### src/rtl/life_pkg.sv
// Shared definitions for the LifeCell frame readout: FSM encoding, default
// geometry and the row-index width helper.
package life_pkg;

    typedef enum logic {
        ST_IDLE = 1'b0,
        ST_SEND = 1'b1
    } state_t;

    localparam int DEF_ROWS  = 8;
    localparam int DEF_COLS  = 8;
    localparam int DEF_GEN_W = 16;

    function automatic int row_w(input int rows);
        return (rows <= 2) ? 1 : $clog2(rows);
    endfunction

endpackage

### src/rtl/life_row_mux.sv
// Selects one row of the captured frame for presentation on the output bus.
module life_row_mux
    import life_pkg::*;
#(
    parameter int ROWS = DEF_ROWS,
    parameter int COLS = DEF_COLS,
    parameter int RW   = row_w(DEF_ROWS)
) (
    input  logic [ROWS*COLS-1:0] frame,
    input  logic [RW-1:0]        row,
    output logic [COLS-1:0]      data
);

    logic [COLS-1:0] rows_arr [ROWS];

    generate
        for (genvar gi = 0; gi < ROWS; gi++) begin : g_rows
            assign rows_arr[gi] = frame[gi*COLS +: COLS];
        end
    endgenerate

    // Indices past ROWS-1 only exist when ROWS is not a power of two.
    always_comb begin
        data = '0;
        for (int r = 0; r < ROWS; r++) begin
            if (row == RW'(r)) begin
                data = rows_arr[r];
            end
        end
    end

endmodule

### src/rtl/life_frame_readout.sv
// Snapshots the LifeCell grid on each generation tick and streams it out one
// row per valid/ready beat, with generation count and frame status flags.
module life_frame_readout
    import life_pkg::*;
#(
    parameter int ROWS  = DEF_ROWS,
    parameter int COLS  = DEF_COLS,
    parameter int GEN_W = DEF_GEN_W
) (
    input  logic                    clk,
    input  logic                    nrst,
    input  logic [ROWS*COLS-1:0]    alive_in,
    input  logic                    gen_tick,
    output logic                    out_valid,
    input  logic                    out_ready,
    output logic [COLS-1:0]         out_data,
    output logic [row_w(ROWS)-1:0]  out_row,
    output logic                    out_last,
    output logic [GEN_W-1:0]        gen_count,
    output logic                    still_life,
    output logic                    extinct,
    output logic                    overrun
);

    localparam int RW = row_w(ROWS);

    state_t                 state_reg;
    logic [ROWS*COLS-1:0]   snap_reg;
    logic [ROWS*COLS-1:0]   prev_reg;
    logic                   first_reg;
    logic                   two_reg;
    logic [RW-1:0]          row_reg;
    logic                   valid_reg;
    logic                   last_reg;
    logic [GEN_W-1:0]       gen_reg;
    logic                   ext_reg;
    logic                   ovr_reg;

    logic handshake;
    logic last_hs;
    logic capture;
    logic drop;

    assign handshake = valid_reg && out_ready;
    assign last_hs   = handshake && last_reg;
    // A tick landing on the final handshake starts the next frame seamlessly.
    assign capture   = gen_tick && ((state_reg == ST_IDLE) || last_hs);
    assign drop      = gen_tick && (state_reg == ST_SEND) && !last_hs;

    always_ff @(posedge clk) begin
        if (!nrst) begin
            state_reg <= ST_IDLE;
            snap_reg  <= '0;
            prev_reg  <= '0;
            first_reg <= 1'b1;
            two_reg   <= 1'b0;
            row_reg   <= '0;
            valid_reg <= 1'b0;
            last_reg  <= 1'b0;
            gen_reg   <= '0;
            ext_reg   <= 1'b0;
            ovr_reg   <= 1'b0;
        end else begin
            if (gen_tick) begin
                gen_reg <= gen_reg + 1'b1;
            end
            if (drop) begin
                ovr_reg <= 1'b1;
            end
            if (capture) begin
                prev_reg  <= snap_reg;
                snap_reg  <= alive_in;
                ext_reg   <= (alive_in == '0);
                two_reg   <= !first_reg;
                first_reg <= 1'b0;
                state_reg <= ST_SEND;
                valid_reg <= 1'b1;
                row_reg   <= '0;
                last_reg  <= 1'b0;
            end else if ((state_reg == ST_SEND) && handshake) begin
                if (last_reg) begin
                    state_reg <= ST_IDLE;
                    valid_reg <= 1'b0;
                    last_reg  <= 1'b0;
                    row_reg   <= '0;
                end else begin
                    row_reg  <= row_reg + 1'b1;
                    last_reg <= (row_reg == RW'(ROWS-2));
                end
            end
        end
    end

    // Old/new frame equality is kept as snapshot vs. prev; only meaningful
    // once two frames have been captured since reset.
    assign still_life = two_reg && (snap_reg == prev_reg);
    assign extinct    = ext_reg;
    assign overrun    = ovr_reg;
    assign gen_count  = gen_reg;
    assign out_valid  = valid_reg;
    assign out_row    = row_reg;
    assign out_last   = last_reg;

    life_row_mux #(
        .ROWS (ROWS),
        .COLS (COLS),
        .RW   (RW)
    ) u_row_mux (
        .frame (snap_reg),
        .row   (row_reg),
        .data  (out_data)
    );

endmodule
### config.mk
export PLATFORM = sky130hd
export DESIGN_NAME = life_frame_readout
export DESIGN_NICKNAME = d
export VERILOG_FILES = /design/src/rtl/life_pkg.sv /design/src/rtl/life_row_mux.sv /design/src/rtl/life_frame_readout.sv
export SDC_FILE = /design/constraint.sdc
export NUM_CORES = 1
export LEC_CHECK = 0
export CAP_MARGIN = 20
export CORE_ASPECT_RATIO = 2
export CORE_MARGIN = 10
export CORE_UTILIZATION = 45
export CTS_CLUSTER_DIAMETER = 200
export DETAILED_ROUTE_END_ITERATION = 6
export PLACE_DENSITY = 0.71
export RECOVER_POWER = 25
export REMOVE_ABC_BUFFERS = 1
export SETUP_SLACK_MARGIN = 0.1
export SLEW_MARGIN = 20
export SYNTH_ARGS = -nofsm -noshare
export SYNTH_HDL_FRONTEND = slang
export SYNTH_SLANG_ARGS = --single-unit
### constraint.sdc
create_clock -name clk -period 2.4 [get_ports clk]
set_clock_uncertainty 0.05 [all_clocks]
set_input_delay 0.6 -clock clk [delete_from_list [all_inputs] [get_ports clk]]
set_output_delay 0.6 -clock clk [all_outputs]
set_load 0.05 [all_outputs]
==> impl_metrics.toml <==
[sta]
setup_viol = 9
hold_viol_final = 0
fmax_ghz = 0.3460
period_minus_slack_ns = 2.890
slew_viol_final = 0
period_share = 1.204
rsz0062_at_grt = "true"
relSlewSlack = 0.5451
layout_setup_ws_ns = -0.4898
worst_pin_slew_ns = 0.6824
whs_ns = 0.4007
finalSetupTns_ns = -3.793

[global_routing]
grt_remaining_overflow = 0
grtUsageTotal = 0.2071
antenna_found_initial = 0
grt_pass1_vias = 7055
grt_pass1_wl_um = 37560
grt_start_max_net_pins = 151

[critical_path]
cp_num_buf_inv = 4
critical_path_class = "flip-flop to output pin"
cp.arrival_ns = 2.24
crit_slowest_cell = "dfxtp_4"
end_kind = "output pin"
cp_max_fo = 7
crit_required_ns = 1.75
crit_family = "compound AO/OA/AOI/OAI gates"
worstPathCellList = "inv_4 > ha_4 > buf_4 > buf_4 > nand2_1 > o21ai_1 > a221oi_2 > o21ai_1 > a22o_1 > buf_12"
crit_path_start_kind = "flip-flop"
max_stage_delay_ns = 0.40

[die]
dieArea_sq_um = 22180
ios = 100
initial_core_util = 0.4546
rows = 66
core_area_sq_um = 16190
die_h_um = 200.8
die_w_um = 110.4

[clock_tree]
ctsHoldBuffers = 0
cts.sinks = 153
cts-root-buf = "clkbuf_16"
clkTransAtPathRegs_ns = 0.07
clk_latency_ns = 0.42
numCtsBuffers = 17
clk_path_buf_depth = 2
cts_tree = "yes"
htree_num_levels = 4

[synth]
synth_area_leaders = "dfxtp_1, nand2_1, a21boi_1"
yosys_warnings = 0
synth_flop_cell = "dfxtp_1"
synthArstFlopShare = 0
synth-edff-count = 0
synth_top_area_share = 0.4163
synth_cell_types = 40
ys_seq_elements = 153
yosysTopAreaCell = "dfxtp_1"
synth.cell_area_sq_um = 7358
synth_area_per_cell_sq_um = 8.158
seq_area_frac_synth = 0.4163
yosysMostFrequentCell = "nand2_1"
yosys-top-cells-count = "nand2_1, dfxtp_1, a21boi_1"
synthCells = 902

[detailed_routing]
drc = 0
drtAntennaViolNets = 0
drtPass1Iterations = 7
wl_um = 23660
wl_per_cell_um = 18.18
vias = 6929
via_per_inst = 5.326
drt_first_iter_violations = 369

[run_status]
violations = "setup timing"
status = "complete, but fails checks"

[pwr]
ir_worst_vdd_mv = 0.4860
cellPowerDensity_nw_per_um2 = 621.6
p_leak_uw = 0.003955

[placement]
dpl.cell_count = 1256
gp_congestion = 0.9384
port_buffers = 99
hpwlAfterDp_um = 17240
place_area_sq_um = 9264

[finish]
fin_util = 0.6327
design_area_sq_um = 10240
syn_to_final_growth_pct = 39.18
diodes = 0
drive_above_1_share = 0.2005
nNetsFinal = 1159
final_cells = 1301

[worst_hold_path]
worst_hold_path_type = "flip-flop to flip-flop"

[flow_run]
drv_cap = 0
-- worst register-to-register path, cell delays in order (launching register included) --
cell      delay, ns
dfxtp_1        0.31
buf_4          0.15
a21boi_2       0.24
nand2b_1       0.53
buf_12         0.32
nand2_1        0.10
a21boi_0       0.34
-- area by class of cell --
class	instances	area [sq um]
Sequential cell	153	3069
Tap cell	204	255.2
Clock buffer	20	456.7
Inverter	5	21.27
Timing Repair Buffer	220	2058
Fill cell	1417	5944
Clock inverter	12	142.6
Multi-Input combinational cell	687	4238
-- layer usage --
layer / up-vias / wire length, um / GRT usage
li1: 3380 / - / -
met1: 3265 / 8633 / 0.2031
met2: 215 / 12210 / 0.3739
met3: 69 / 1228 / 0.04668
met4: 0 / 1583 / 0.1421
met5: - / 0 / 0
-- report_power, final --
part           internal (uW)  switching [uW]
sequential              2640            90.8
combinational            448             490
clock                   1600            1100
-- timing repair --
action,in CTS,in global routing
pin swaps,22,16
buffers inserted,6,6
resized for setup,75,39
endpoints found under the setup margin,23,12
gates cloned,1,0
-- logic make-up (layout without fill, tap and decap cells) --
kind of cell    after synthesis  in the layout  share of synthesized area
compound gates              199            199                     0.1899
xor+xnor                     76             76                    0.09046
fa+ha+maj                     7              7                    0.01190
buf+inv                      62            257                    0.04659
flops                       153            153                     0.4163
mux                           1              1                   0.001360
simple gates                404            404                     0.2435
-- metrics by stage --
step	total power, uW	setup WS (ns)
floorplan	3162	-1.543
detailed placement	3678	-0.2586
global route	6585	-0.5277
finish	6366	-0.4898
CTS	6398	-0.4616
global placement	3670	-0.2438
-- path summary, 6_finish.rpt --
| kind | from | endpoint | slack (ns) | depth (start not counted) |
|---|---|---|---|---|
| worst max-delay path | out_row[0] | out_data[4] | -0.49 | 10 |
| worst min-delay path | first_reg | first_reg | 0.40 | 2 |
| worst max register to register | out_last | snap_reg[63] | 0.24 | 6 |
| worst min register to register | first_reg | first_reg | 0.40 | 2 |
-- cells in the final DEF, fill, tap and decap left out, drive strengths merged, types with 21 or more instances in the layout --
cell,Yosys,routed
a21boi,132,132
a21oi,21,21
buf,33,126
clkbuf,24,27
clkdlybuf4s50,0,71
dfxtp,153,153
nand2,291,291
nor4,23,23
o21ai,28,28
xnor2,56,56
Note: power is estimated with default switching activity, not from simulation.
